## src/rtl/matrix_mul_seq.sv

```systemverilog
// Sequential NxN unsigned matrix multiplier, one result element per cycle.
// Optional accumulate mode adds the previous result onto the new product.
module matrix_mul_seq #(
    parameter int N  = 4,
    parameter int DW = 4,
    parameter int YW = 16
) (
    input  logic              clk,
    input  logic              rst,
    input  logic              in_valid,
    output logic              in_ready,
    input  logic              acc_mode,
    input  logic [N*N*DW-1:0] a,
    input  logic [N*N*DW-1:0] b,
    output logic              out_valid,
    input  logic              out_ready,
    output logic [N*N*YW-1:0] y,
    output logic              busy
);

    localparam int NE = N * N;
    localparam int IW = (NE > 1) ? $clog2(NE) : 1;

    generate
        if (YW < 2 * DW) begin : g_yw_chk
            $error("matrix_mul_seq: YW must be >= 2*DW");
        end
        if (N < 2) begin : g_n_chk
            $error("matrix_mul_seq: N must be >= 2");
        end
    endgenerate

    typedef enum logic [1:0] {
        IDLE,
        COMPUTE,
        DONE
    } state_t;

    state_t           state;
    logic [NE*DW-1:0] a_q;
    logic [NE*DW-1:0] b_q;
    logic             acc_q;
    logic [IW-1:0]    idx;
    logic [YW-1:0]    elem;

    // Dot product of row r of A with column c of B, wrapping modulo 2^YW.
    function automatic logic [YW-1:0] dot_elem(
        input logic [IW-1:0]    i,
        input logic             acc,
        input logic [YW-1:0]    prev,
        input logic [NE*DW-1:0] am,
        input logic [NE*DW-1:0] bm
    );
        int              r;
        int              c;
        logic [2*DW-1:0] p;
        logic [YW-1:0]   s;
        r = int'(i) / N;
        c = int'(i) % N;
        s = acc ? prev : '0;
        for (int k = 0; k < N; k++) begin
            p = (2*DW)'(am[(r*N+k)*DW +: DW])
              * (2*DW)'(bm[(k*N+c)*DW +: DW]);
            s = s + YW'(p);
        end
        return s;
    endfunction

    assign elem = dot_elem(idx, acc_q, y[int'(idx)*YW +: YW], a_q, b_q);

    assign in_ready = (state == IDLE) & ~rst;
    assign busy     = (state != IDLE);

    // Control FSM: capture operands, sweep elements row-major, hold result.
    always_ff @(posedge clk or posedge rst) begin
        if (rst) begin
            state     <= IDLE;
            a_q       <= '0;
            b_q       <= '0;
            acc_q     <= 1'b0;
            idx       <= '0;
            y         <= '0;
            out_valid <= 1'b0;
        end else begin
            unique case (state)
                IDLE: begin
                    if (in_valid) begin
                        a_q   <= a;
                        b_q   <= b;
                        acc_q <= acc_mode;
                        idx   <= '0;
                        state <= COMPUTE;
                    end
                end
                COMPUTE: begin
                    y[int'(idx)*YW +: YW] <= elem;
                    if (idx == IW'(NE - 1)) begin
                        out_valid <= 1'b1;
                        state     <= DONE;
                    end else begin
                        idx <= idx + IW'(1);
                    end
                end
                DONE: begin
                    if (out_ready) begin
                        out_valid <= 1'b0;
                        state     <= IDLE;
                    end
                end
                default: state <= IDLE;
            endcase
        end
    end

endmodule
```

## config.mk

```make
export PLATFORM = sky130hd
export DESIGN_NAME = matrix_mul_seq
export DESIGN_NICKNAME = d
export VERILOG_FILES = /design/src/rtl/matrix_mul_seq.sv
export SDC_FILE = /design/constraint.sdc
export NUM_CORES = 1
export LEC_CHECK = 0
export ABC_AREA = 0
export CAP_MARGIN = 10
export CORE_MARGIN = 10
export CORE_UTILIZATION = 53
export DETAILED_ROUTE_END_ITERATION = 10
export PLACE_DENSITY = 0.79
export REMOVE_ABC_BUFFERS = 1
export SLEW_MARGIN = 20
export SYNTH_ARGS = -nofsm -noshare
export SYNTH_HDL_FRONTEND = slang
export SYNTH_SLANG_ARGS = --single-unit
```

## constraint.sdc

```tcl
create_clock -name clk -period 18.8 [get_ports clk]
set_clock_uncertainty 0.15 [all_clocks]
set_input_delay 2.82 -clock clk [delete_from_list [all_inputs] [get_ports clk]]
set_output_delay 2.82 -clock clk [all_outputs]
set_load 0.01 [all_outputs]
```

==> results.toml <==
[place]
io_buffers = 391
routabilityCongestion = 0.8959
place_hpwl_microns = 47180

[timing]
slew_headroom_pct = 28.36
rsz0062_at_grt = "false"
post-route-period-util_pct = 43.08
slew_viol_final = 0
hold_viol = 0
fmax_ghz = 0.1235
finalSetupViolations = 0
setup_tns_ns = 0
min_period_ns = 8.099
tightest_slew_ns = 1.071

[yosys]
synth_edf_count = 0
synth-seq-cells = 392
ys.flop_type = "dfrtp_1"
ys_seq_area_share_pct = 48.72
netlist_area_sq_um = 20130
synth.area.top_cells = "dfrtp_1 (49%), mux4_2 (11%), mux2_2 (8.8%)"
synth_top_area_cell = "dfrtp_1"
synth_top_area_share_pct = 48.72
netlist_instances = 1699
synthArstFlopShare_pct = 100.0
syn_area_per_cell_sq_um = 11.85
ys_types = 53
synth_warnings = 0

[worst_setup_path]
rr_endpoint = "y[154]"
cp-startpoint = "idx[0]"
crit_type = "reg2reg"
reg2reg_slack_ns = 10.70
end_kind = "flip-flop"
worstPathRequired_ns = 19.06
r2r_start = "idx[0]"
reg2reg_depth = 20
arrival_ns = 8.36
crit_path_start_kind = "flip-flop"
crit_fanout = 40

[routing]
vias = 15130
drt_first_pass_iters = 6
ant_nets = 0
drc = 0
first_iter_violations = 1232
wl_microns = 65360
wl_per_cell_microns = 25.18
via_per_inst = 5.827

[cts]
clock_latency_ns = 0.60
cts_buffer_depth = 3
clock-root-buffer = "clkbuf_16"
post_cts_resized = 0
postCtsSetupRepairBufs = 0
clk_pin_slew_worst_paths_ns = 0.06
cts_tree = "built"
cts-htree-levels = 2
cts_buffers = 42
cts_hold_buffers = 0
clkSinkCount = 392

[die]
die_area_sq_um = 46180
num_io_pins = 392
die_y_microns = 214.9
rows = 71
fp.dieW_microns = 214.9
start_util_pct = 53.58
core_sq_um = 37580

[hold_path]
holdPathStages = 1
hold_start = "a_q[47]"
worst_hold_path_type = "reg2reg"
hold_end = "a_q[47]"

[job]
max-cap-violations = 0

[global_route]
grt_max_degree = 190
antenna_found_initial = 0
track_usage_pct = 28.41
grt_pass1_wl_microns = 100700
overflow = 0
grt_pass1_vias = 16130

[cells_and_area]
n_antenna_cell = 0
fillCellCount = 2674
area_delta_synth_final_pct = 28.33
drive_above_1_share_pct = 17.99
nNetsFinal = 2291

[status]
outcome = "complete, no violations"
## cells by family after synthesis
kind of cell    synth area share, %
simple gates                  9.745
xor+xnor                     0.6899
mux                           20.96
flops                         48.72
buf+inv                       4.257
compound gates                7.265
fa+ha+maj                     8.365
## stage by stage
stage	hold slack (ns)	instances	setup slack, ns	utilization (%)	area [sq um]
after global placement	0.3328	2524	10.84	64.98	24420
after detailed placement	0.3401	2524	10.72	64.98	24420
final	0.3482	2596	10.70	68.75	25840
after CTS	0.3523	2596	10.63	68.75	25840
after floorplan	0.3255	1594	4.932	-	19610
after global routing	0.3673	2596	10.26	68.75	25840
## sequential cells by signal, summed over array words and instances, names as in the netlist
name       flops
a_q           64
acc_q          1
b_q           64
idx            4
out_valid      1
state          2
y            256
## area by class of cell
| type | instances | area [sq um] | area share [%] |
|---|---|---|---|
| tap | 511 | 639.4 | 2.475 |
| sequential | 392 | 9821 | 38.01 |
| multi-input combinational | 1112 | 9477 | 36.68 |
| clock inverter | 12 | 239.0 | 0.9250 |
| inverter | 90 | 345.3 | 1.337 |
| timing repair buffer | 419 | 4136 | 16.01 |
| clock buffer | 60 | 1179 | 4.562 |
## Yosys cell counts, drive strengths merged, types with 3 or more instances
cell type and n:
dfrtp 392, nand2 323, o21ai 232, mux2 159
mux4 101, inv 90, and2 56, fa 56
buf 55, clkbuf 50, ha 45, nor2 32
nand3 16, mux2i 15, a21oi 10, nand2b 7
or2 6, xnor2 6, xor2 6, nor2b 5
o21a 5, a22oi 4, nor3 4, o22ai 3
## how the worst max path moves through the flow
stage | endpoint | slack, ns | cells after the start
3_5_place_dp | y[154] | 10.72 | 20
4_1_cts | y[154] | 10.63 | 20
6_report | y[154] | 10.70 | 20
3_3_place_gp | y[250] | 10.84 | 20
5_1_grt | y[10] | 10.26 | 19
2_1_floorplan | a_q[0] | 4.93 | 1
## metal layers
metal	share of wire (%)	vias to the layer above	GRT usage [%]	routed length, microns
li1	-	6574	-	-
met1	38	7687	34.45	24660
met2	49	710	47.12	32260
met3	8.9	155	8.020	5825
met4	4.0	0	11.53	2625
met5	0	-	0	0
## placed cells by master (no fill, tap or decap), types with 32 or more instances in the layout
cell type	n
ha_1	45
nand2_1	323
mux4_2	101
inv_1	89
and2_1	56
mux2_2	158
o21ai_0	190
dfrtp_1	389
clkdlybuf4s50_1	391
fa_1	56
o21ai_1	32
clkbuf_16	42
## worst max-delay path, stage by stage, from the launching register on
cell and delay, ns:
dfrtp_4 0.99, mux4_2 0.65, and2_1 0.18, fa_1 0.54, inv_1 0.06, fa_1 0.54
inv_1 0.06, fa_1 0.47, fa_1 0.50, inv_1 0.06, fa_1 0.50, fa_1 0.55
inv_1 0.07, fa_1 0.47, a211oi_1 0.26, nor2_1 0.11, o221ai_1 0.36, nand2b_1 0.10
a21oi_1 0.18, xor2_1 0.85, o21ai_0 0.24
Power is left out: the tool's default activity adds up to more than one toggle a clock period on the data nets, which glitch-free logic cannot reach.
==> patch, RTL diff (same settings) <==
Register the input `acc_mode` before use. The logic sees it one clock later. The other inputs are not delayed to match.
--- a/src/rtl/matrix_mul_seq.sv
+++ b/src/rtl/matrix_mul_seq.sv
@@ -22,2 +22,8 @@
     localparam int IW = (NE > 1) ? $clog2(NE) : 1;
+
+    logic acc_mode_q;
+
+    always_ff @(posedge clk) begin
+        acc_mode_q <= acc_mode;
+    end
 
@@ -89,3 +95,3 @@
                         b_q   <= b;
-                        acc_q <= acc_mode;
+                        acc_q <= acc_mode_q;
                         idx   <= '0;
Function: not settled (the Yosys comparison gave no result); the edit may change what the design does.
==> patch against the original RTL <==
Global-route usage increased by 0.16 points. Critical path depth increased by 1. Sequential cell count increased by 1. Cell count rose by 0.19%. Setup slack worse by 0.36 ns. Routed wire length up 1.2%. Area after synthesis about the same. Design area is 0.16% higher. Critical path type unchanged. Critical endpoint is now y[218]. Highest routed layer unchanged.
Power is not shown: default switching activity piles up to over one toggle a cycle in this logic, so the estimate is an artifact.
==> patch: results (changes against the original RTL) <==
- Run status: finished clean
- Nonclk buf count: 420 (+0.24%)
- Cells on Worst Hold Path: 1 (unchanged)
- Avg Cell Area, Syn: 11.9 um^2 (about the same)
- Mux contribution to synthesized area: 0.209 (about the same)
- First-pass GRT wire length: 101 mm (+0.45%)
- Via/cell ratio: 5.84 (+0.17%)
- Hold/Removal Path Class: register to register
- Multi-input combinational area share: 0.366 (-0.000665)
- Multi-In Gates: 1112 (unchanged)
- Fillers: 2719 (+1.7%)
- Clk_lat worst skew: 0.57 ns (-0.03 ns)
- Yosys cell types: 54 (+1.9%)
- Synthesis-stage register bit count: 393 (+0.26%)
- Gpl congestion: 0.891 (-0.50%)
- Leading post-synthesis cells by cell area: dfrtp_1 49%, mux4_2 11%, mux2_2 8.8%
- GR Layer Usage met3: 0.0910 (+0.0108)
- Main combinational cell family by area after synthesis: multiplexers
- Non-clock buffer share: 0.160 (-0.000296)
- Top cell type's share of synthesized area: 0.487 (about the same)
- Clk_buf instances: 62 (+3.3%)
- Asr flop ratio synth: 0.997 (-0.00254)
- Clock-cell share of area: 0.0557 (+0.000834)
- DR WL met3: 6.81 mm (+17%)
- Regs by FF count: y (256), a_q (64), b_q (64)
- ANT cells: 0 (unchanged)
- Top cell family by delay on the critical path: adder cells
- Wire length on met2: 32.7 mm (+1.4%)
- Post-CTS sizing: 0 (unchanged)
- Data arrival time of the worst path: 8.71 ns (+0.35 ns)
- XOR/XNOR Fraction of Synth Area: 0.00689 (about the same)
- Final Net Count: 2292 (+0.044%)
- GRT met2 Usage: 0.484 (+0.0131)
- Compound-gate portion of the synthesized area: 0.0726 (about the same)
- Vias in the first global route: 16.2k (+0.61%)
- Largest net degree at the start of global routing: 84 (-56%)
- CP max stage delay: 0.83 ns (-0.16 ns)
- Hpwl dp: 47.9 mm (+1.6%)
- CP max stage cell: xor2_1
- Inst Count DP: 2526 (+0.079%)
- Clock-pin slew on the worst setup and hold paths: 0.06 ns (about the same)
- Seq/Total Area, Yosys: 0.488 (+0.000509)
- Register fraction of the total cell area: 0.380 (about the same)
- Adder-cell area share of the yosys netlist: 0.0836 (about the same)
- Num CTS Buffers: 41 (-2.4%)
- Crit path max fanout: 36 (-10%)
- Overall routing resource usage: 0.286 (+0.00165)
- R2R cell count: 21 (+5.0%)
- Worst-Margin Slew: 1.09 ns (+0.0229 ns)
- Share of layout cells above drive strength 1: 0.181 (+0.00148)
- 1st-iter DRT viols: 1134 (-8.0%)
- DR vias: 15.2k (+0.36%)
- Number of I/O port buffers: 391 (unchanged)
- DR WL/cell: 25.4 um (+1.0%)
- GR Util met1: 0.337 (-0.00713)
- M1 WL: 24.4 mm (-1.1%)
==> patch: changes by cell type after synthesis <==
cell,change
dfxtp_1,+1
==> patch: stage by stage <==
| step | utilization | instance area (um^2) | setup slack (ns) |
|---|---|---|---|
| after floorplan | - | 19600 | 4.93 |
| after global placement | 0.650 | 24400 | 10.44 |
| after detailed placement | 0.650 | 24400 | 10.38 |
| after CTS | 0.689 | 25900 | 10.30 |
| after global routing | 0.689 | 25900 | 9.73 |
| final | 0.689 | 25900 | 10.34 |
==> patch: final timing paths <==
path | endpoint | from | slack [ns]
max in group asynchronous | b_q[1] | rst | 13.54
min in group asynchronous | y[166] | rst | 2.61
worst max register to register | y[218] | idx[0] | 10.34
worst min-delay path | acc_q | acc_mode_q | 0.31
worst max-delay path | y[218] | idx[0] | 10.34
worst min register to register | acc_q | acc_mode_q | 0.31
